[src/rtl/nx_fifo_flex.sv]
// nx_fifo_flex: single-clock show-ahead FIFO with arbitrary depth, programmable
// almost-full/almost-empty thresholds, write-through-when-full, high-water mark and sticky errors.
module nx_fifo_flex #(
    parameter int DEPTH      = 4,
    parameter int WIDTH      = 256,
    parameter bit DATA_RESET = 1'b1,
    parameter int CW         = $clog2(DEPTH + 1)
) (
    input  logic             clk,
    input  logic             rst_n,
    input  logic             wen,
    input  logic             ren,
    input  logic             clear,
    input  logic [WIDTH-1:0] wdata,
    input  logic [CW-1:0]    afull_thresh,
    input  logic [CW-1:0]    aempty_thresh,
    output logic [WIDTH-1:0] rdata,
    output logic             empty,
    output logic             full,
    output logic             almost_full,
    output logic             almost_empty,
    output logic [CW-1:0]    used_slots,
    output logic [CW-1:0]    free_slots,
    output logic [CW-1:0]    high_water,
    output logic             underflow,
    output logic             overflow,
    output logic [1:0]       err_sticky
);

    localparam int PW = (DEPTH > 1) ? $clog2(DEPTH) : 1;

    logic [WIDTH-1:0] r_mem [DEPTH];
    logic [PW-1:0]    r_wptr;
    logic [PW-1:0]    r_rptr;
    logic [CW-1:0]    r_count;
    logic [CW-1:0]    r_high_water;
    logic             r_underflow;
    logic             r_overflow;
    logic [1:0]       r_err_sticky;

    logic             w_empty;
    logic             w_full;
    logic             w_wr_ok;
    logic             w_rd_ok;
    logic             w_ovf_evt;
    logic             w_unf_evt;
    logic [CW-1:0]    w_next_count;

    // Pointers wrap by explicit compare so any depth works, not just powers of two.
    function automatic logic [PW-1:0] ptr_inc(input logic [PW-1:0] ptr);
        logic [PW-1:0] nxt;
        if (ptr == PW'(DEPTH - 1)) begin
            nxt = {PW{1'b0}};
        end else begin
            nxt = ptr + PW'(1);
        end
        return nxt;
    endfunction

    assign w_empty   = (r_count == {CW{1'b0}});
    assign w_full    = (r_count == CW'(DEPTH));
    // A write into a full FIFO is still accepted when a read frees the head slot.
    assign w_wr_ok   = wen & ~clear & (~w_full | ren);
    assign w_rd_ok   = ren & ~clear & ~w_empty;
    assign w_ovf_evt = wen & w_full & ~ren & ~clear;
    assign w_unf_evt = ren & w_empty & ~clear;

    // Next occupancy; clear wins over any request.
    always_comb begin
        w_next_count = r_count;
        if (clear) begin
            w_next_count = {CW{1'b0}};
        end else begin
            case ({w_wr_ok, w_rd_ok})
                2'b10:   w_next_count = r_count + CW'(1);
                2'b01:   w_next_count = r_count - CW'(1);
                default: w_next_count = r_count;
            endcase
        end
    end

    // Pointers, occupancy, high-water mark and error status.
    always_ff @(posedge clk or negedge rst_n) begin
        if (!rst_n) begin
            r_wptr       <= {PW{1'b0}};
            r_rptr       <= {PW{1'b0}};
            r_count      <= {CW{1'b0}};
            r_high_water <= {CW{1'b0}};
            r_underflow  <= 1'b0;
            r_overflow   <= 1'b0;
            r_err_sticky <= 2'b00;
        end else begin
            r_count     <= w_next_count;
            r_underflow <= w_unf_evt;
            r_overflow  <= w_ovf_evt;
            if (clear) begin
                r_wptr       <= {PW{1'b0}};
                r_rptr       <= {PW{1'b0}};
                r_high_water <= {CW{1'b0}};
                r_err_sticky <= 2'b00;
            end else begin
                if (w_wr_ok) begin
                    r_wptr <= ptr_inc(r_wptr);
                end else begin
                    r_wptr <= r_wptr;
                end
                if (w_rd_ok) begin
                    r_rptr <= ptr_inc(r_rptr);
                end else begin
                    r_rptr <= r_rptr;
                end
                if (w_next_count > r_high_water) begin
                    r_high_water <= w_next_count;
                end else begin
                    r_high_water <= r_high_water;
                end
                r_err_sticky <= r_err_sticky | {w_ovf_evt, w_unf_evt};
            end
        end
    end

    generate
        if (DATA_RESET) begin : g_mem_rst
            // Storage array, zeroed by reset; clear leaves contents alone.
            always_ff @(posedge clk or negedge rst_n) begin
                if (!rst_n) begin
                    for (int i = 0; i < DEPTH; i++) begin
                        r_mem[i] <= {WIDTH{1'b0}};
                    end
                end else if (w_wr_ok) begin
                    r_mem[r_wptr] <= wdata;
                end else begin
                    r_mem[r_wptr] <= r_mem[r_wptr];
                end
            end
        end else begin : g_mem_norst
            // Storage array without reset.
            always_ff @(posedge clk) begin
                if (w_wr_ok) begin
                    r_mem[r_wptr] <= wdata;
                end else begin
                    r_mem[r_wptr] <= r_mem[r_wptr];
                end
            end
        end
    endgenerate

    assign rdata        = w_empty ? {WIDTH{1'b0}} : r_mem[r_rptr];
    assign empty        = w_empty;
    assign full         = w_full;
    // Threshold compares are deliberately combinational so a threshold change acts at once.
    assign almost_full  = (r_count >= afull_thresh);
    assign almost_empty = (r_count <= aempty_thresh);
    assign used_slots   = r_count;
    assign free_slots   = CW'(DEPTH) - r_count;
    assign high_water   = r_high_water;
    assign underflow    = r_underflow;
    assign overflow     = r_overflow;
    assign err_sticky   = r_err_sticky;

endmodule

[config.mk]
export PLATFORM = sky130hd
export DESIGN_NAME = nx_fifo_flex
export DESIGN_NICKNAME = d
export VERILOG_FILES = /design/src/rtl/nx_fifo_flex.sv
export SDC_FILE = /design/constraint.sdc
export NUM_CORES = 2
export LEC_CHECK = 0
export BUFFER_PORTS_ARGS = -buffer_cell sky130_fd_sc_hd__clkbuf_2
export CAP_MARGIN = 20
export CORE_MARGIN = 5
export CORE_UTILIZATION = 55
export DETAILED_ROUTE_END_ITERATION = 16
export GPL_TIMING_DRIVEN = 1
export HOLD_SLACK_MARGIN = 0.1
export PLACE_DENSITY = 0.74
export SETUP_SLACK_MARGIN = 0.3
export SLEW_MARGIN = 20
export SYNTH_ARGS = -nofsm -noshare
export SYNTH_HDL_FRONTEND = slang
export SYNTH_SLANG_ARGS = --single-unit
export TNS_END_PERCENT = 5
[constraint.sdc]
create_clock -name clk -period 12 [get_ports clk]
set_clock_uncertainty 0.15 [all_clocks]
set_input_delay 1.2 -clock clk [delete_from_list [all_inputs] [get_ports clk]]
set_output_delay 1.2 -clock clk [all_outputs]
set_load 0.005 [all_outputs]
==> impl_metrics.yaml <==
sta:
  finalSetupViolCount: 0
  rsz0062_at_grt: "false"
  top_achievable_clock_speed_mhz: 178.3
  layout_worst_path_cycle_share_pct: 46.75
  relSlewSlack_pct: 23.96
  finalSetupTns_ps: 0
  report.final.hold_viol_count: 0
  period_needed_ps: 5610
  timing.final.max_slew_violations: 0
  worstMarginPinSlew_ps: 1141
route:
  routedWlPerCell_um: 22.25
  drt-total-wl_mm: 142.3
  drt_pre_antenna_iters: 8
  initialDrtViolationCount: 3093
  ant_nets: 0
  detail_route.vias_per_cell: 6.045
  routed-via-count: 38645
  post-route-drc-count: 0
floorplanning:
  dieArea_sq_mm: 0.1080
  starting_density_pct: 55.14
  chipWidth_um: 328.7
  row_count: 117
  die_height_um: 328.7
  boundaryPins: 540
  area_of_the_core_sq_mm: 0.1013
setup_path:
  crit_required_ps: 10650
  worst_r2r_path_depth: 10
  timing.critical_path.arrival_ps: 4260
  crit_type: "flop to output pin"
  critical_path.startpoint_type: "flop"
  critPathSlowestCell: "sky130_fd_sc_hd__buf_4"
  crit_path_max_fanout: 100
  worstSetupEndpointType: "output pin"
  longest_individual_stage_delay_on_the_worst_path_ps: 810
  cell_breakdown_of_the_critical_path: "inv_1 -> ha_1 -> ha_1 -> inv_6 -> buf_4 -> buf_4 -> and2_1 -> clkbuf_2"
clock_tree:
  numCtsBuffers: 112
  clock_path_buffers: 3
  hold_buffers: 0
  clk_transition_reported_paths_ps: 60
  post-cts-setup-buffers: 0
  clock-sinks: 1038
  cts_tree: "yes"
  postCtsResizedCells: 0
  number_of_levels_in_the_clock_h_tree: 3
  clk-insertion-delay-late_ps: 710
  cts.root.buffer_cell: "sky130_fd_sc_hd__clkbuf_16"
power:
  ir_drop_mv: 0.2225
  clock_power_share_pct: 24.6
  swShare_pct: 33.53
  netSwitchingPower_uw: 4863
  power_per_cell_area_mw_per_mm2: 230.6
  power_report.internal_total_uw: 9639
  power.leakage_uw: 0.02351
  comb_power_share_pct: 34.2
  power.share.sequential_pct: 41.1
logic_synthesis:
  synthesis.area_sq_mm: 0.05586
  gate_count_after_technology_mapping: 4591
  synth_top_cell_area_share_pct: 46.50
  post-synth-top-area-cell: "sky130_fd_sc_hd__dfrtp_1"
  synth.distinct_cells: 35
  synth_warnings: 0
  synth.avg_cell_area_sq_um: 12.17
  ys_seq_area_share_pct: 46.50
  synthTopCellsByArea: "sky130_fd_sc_hd__dfrtp_1 46%, sky130_fd_sc_hd__mux4_2 21%, sky130_fd_sc_hd__a21oi_1 9.1%"
  syn_nets: 4877
  synth-seq-cells: 1038
place:
  placement.cell_area_sq_mm: 0.05892
  buffer_ports.inserted: 539
  gpl.final_weighted_congestion: 0.8112
  dp_hpwl_mm: 85.42
grt:
  grt_util_overall_pct: 26.29
  grt_pass1_wl_mm: 225.7
  grt-ovfl-total: 0
  largest_net_degree_at_the_start_of_global_routing: 226
  vias_in_the_first_global_route: 39848
  antenna_violations_before_repair: 37
cells_and_area:
  final_layout_size_suffix_gt1_share_pct: 30.59
  post-route-cell-area_sq_mm: 0.06289
  most_frequent_standard_cell_in_the_layout_excluding_fill_and_tap_cells: "sky130_fd_sc_hd__dfrtp_1"
  nNetsFinal: 5178
  final.fill_count: 7740
  mostFrequentLayoutCells: "1034 x sky130_fd_sc_hd__dfrtp_1, 1030 x sky130_fd_sc_hd__nor2_1, 1017 x sky130_fd_sc_hd__a21oi_1"
  syn2layout_area_growth_pct: 12.58
  multi_input_gate_area_in_the_final_layout_sq_mm: 0.02790
  area.sequential_sq_mm: 0.02599
flow_run:
  max-cap-violations: 0
worst_hold_path:
  min-delay-path-class: "input port to async pin"
status:
  outcome: "finished, final reports clean"
-- per-layer routing --
metal	GRT usage, %	up-vias	part of all wire [%]
met5	0	-	0.027
li1	-	17245	-
met1	35.00	19837	40
met4	10.38	6	3.8
met2	43.38	1299	50
met3	4.948	258	6.5
-- final cells by class --
| cell class | count | area share, % |
|---|---|---|
| clock inverter | 44 | 0.7401 |
| tap | 1368 | 2.722 |
| multi-input combinational | 3134 | 44.36 |
| inverter | 17 | 0.1094 |
| antenna | 36 | 0.1432 |
| timing repair buffer | 589 | 5.224 |
| clock buffer | 167 | 5.377 |
| sequential | 1038 | 41.32 |
-- final timing paths --
check	startpoint	endpoint	slack, ps
setup reg to reg	used_slots[0]$_DFF_PN0_	r_mem[878]$_DFFE_PN0P_	6680
max in group asynchronous	rst_n	r_mem[201]$_DFFE_PN0P_	8820
min in group clk	err_sticky[1]$_DFF_PN0_	err_sticky[1]$_DFF_PN0_	330
setup / recovery	used_slots[1]$_DFF_PN0_	rdata[201]	6390
hold / removal	rst_n	r_mem[844]$_DFFE_PN0P_	240
hold reg to reg	err_sticky[1]$_DFF_PN0_	err_sticky[1]$_DFF_PN0_	330
-- worst max-delay path: cells and delay by family (launching register included) --
kind	cells	cell delay [ps]
adders and majority gates	2	480
buffers and inverters	5	2190
DFF	1	490
and+or+nand+nor	1	250
-- through the flow --
step	cells	hold slack (ps)	worst slack (ps)	utilization [%]	power, uW
detailed placement	6145	323.1	6082	58.16	10960
global route	6386	215.5	6020	62.07	15380
CTS	6356	189.9	6282	61.96	14580
global placement	6145	314.9	6119	58.16	10690
finish	6393	236.1	6390	62.08	14500
floorplan	4591	326.9	7615	-	9509
-- cell usage after synthesis (all sizes together) --
master,number
dfrtp,1038
nor2,1030
a21oi,1025
mux4,512
clkbuf,279
mux2i,258
and2,256
buf,123
ha,18
inv,16
nand2,6
a21o,4
nor2b,4
mux2,3
o21ai,3
a31o,2
and3,2
nand2b,2
nand3,2
xnor2,2
a32oi,1
clkinv,1
fa,1
nor3,1
o21a,1
or3,1
-- power groups by stage --
| stage | clock network, uW | registers, uW | logic, uW |
|---|---|---|---|
| 6_report | 3570 | 5970 | 4970 |
| 5_1_grt | 3780 | 6150 | 5440 |
| 4_1_cts | 3640 | 5940 | 5010 |
| 3_5_place_dp | 0 | 5980 | 4990 |
| 3_3_place_gp | 0 | 5850 | 4840 |
| 2_1_floorplan | 0 | 5620 | 3890 |
-- cells by family after synthesis --
logic type	Yosys count	share of synthesized area, %
flops	1038	46.50
fa+ha+maj	19	0.4390
compound gates	1036	9.378
buf+inv	419	3.667
simple gates	1304	9.974
xor+xnor	2	0.03136
mux	773	30.01
-- flip-flops by register name (all words and copies together) (netlist names) --
name and cells:
err_sticky 2, used_slots 3, high_water 3, r_wptr 2, underflow 1, r_mem 1024
r_rptr 2, overflow 1
Note: power is estimated with default switching activity, not from simulation.
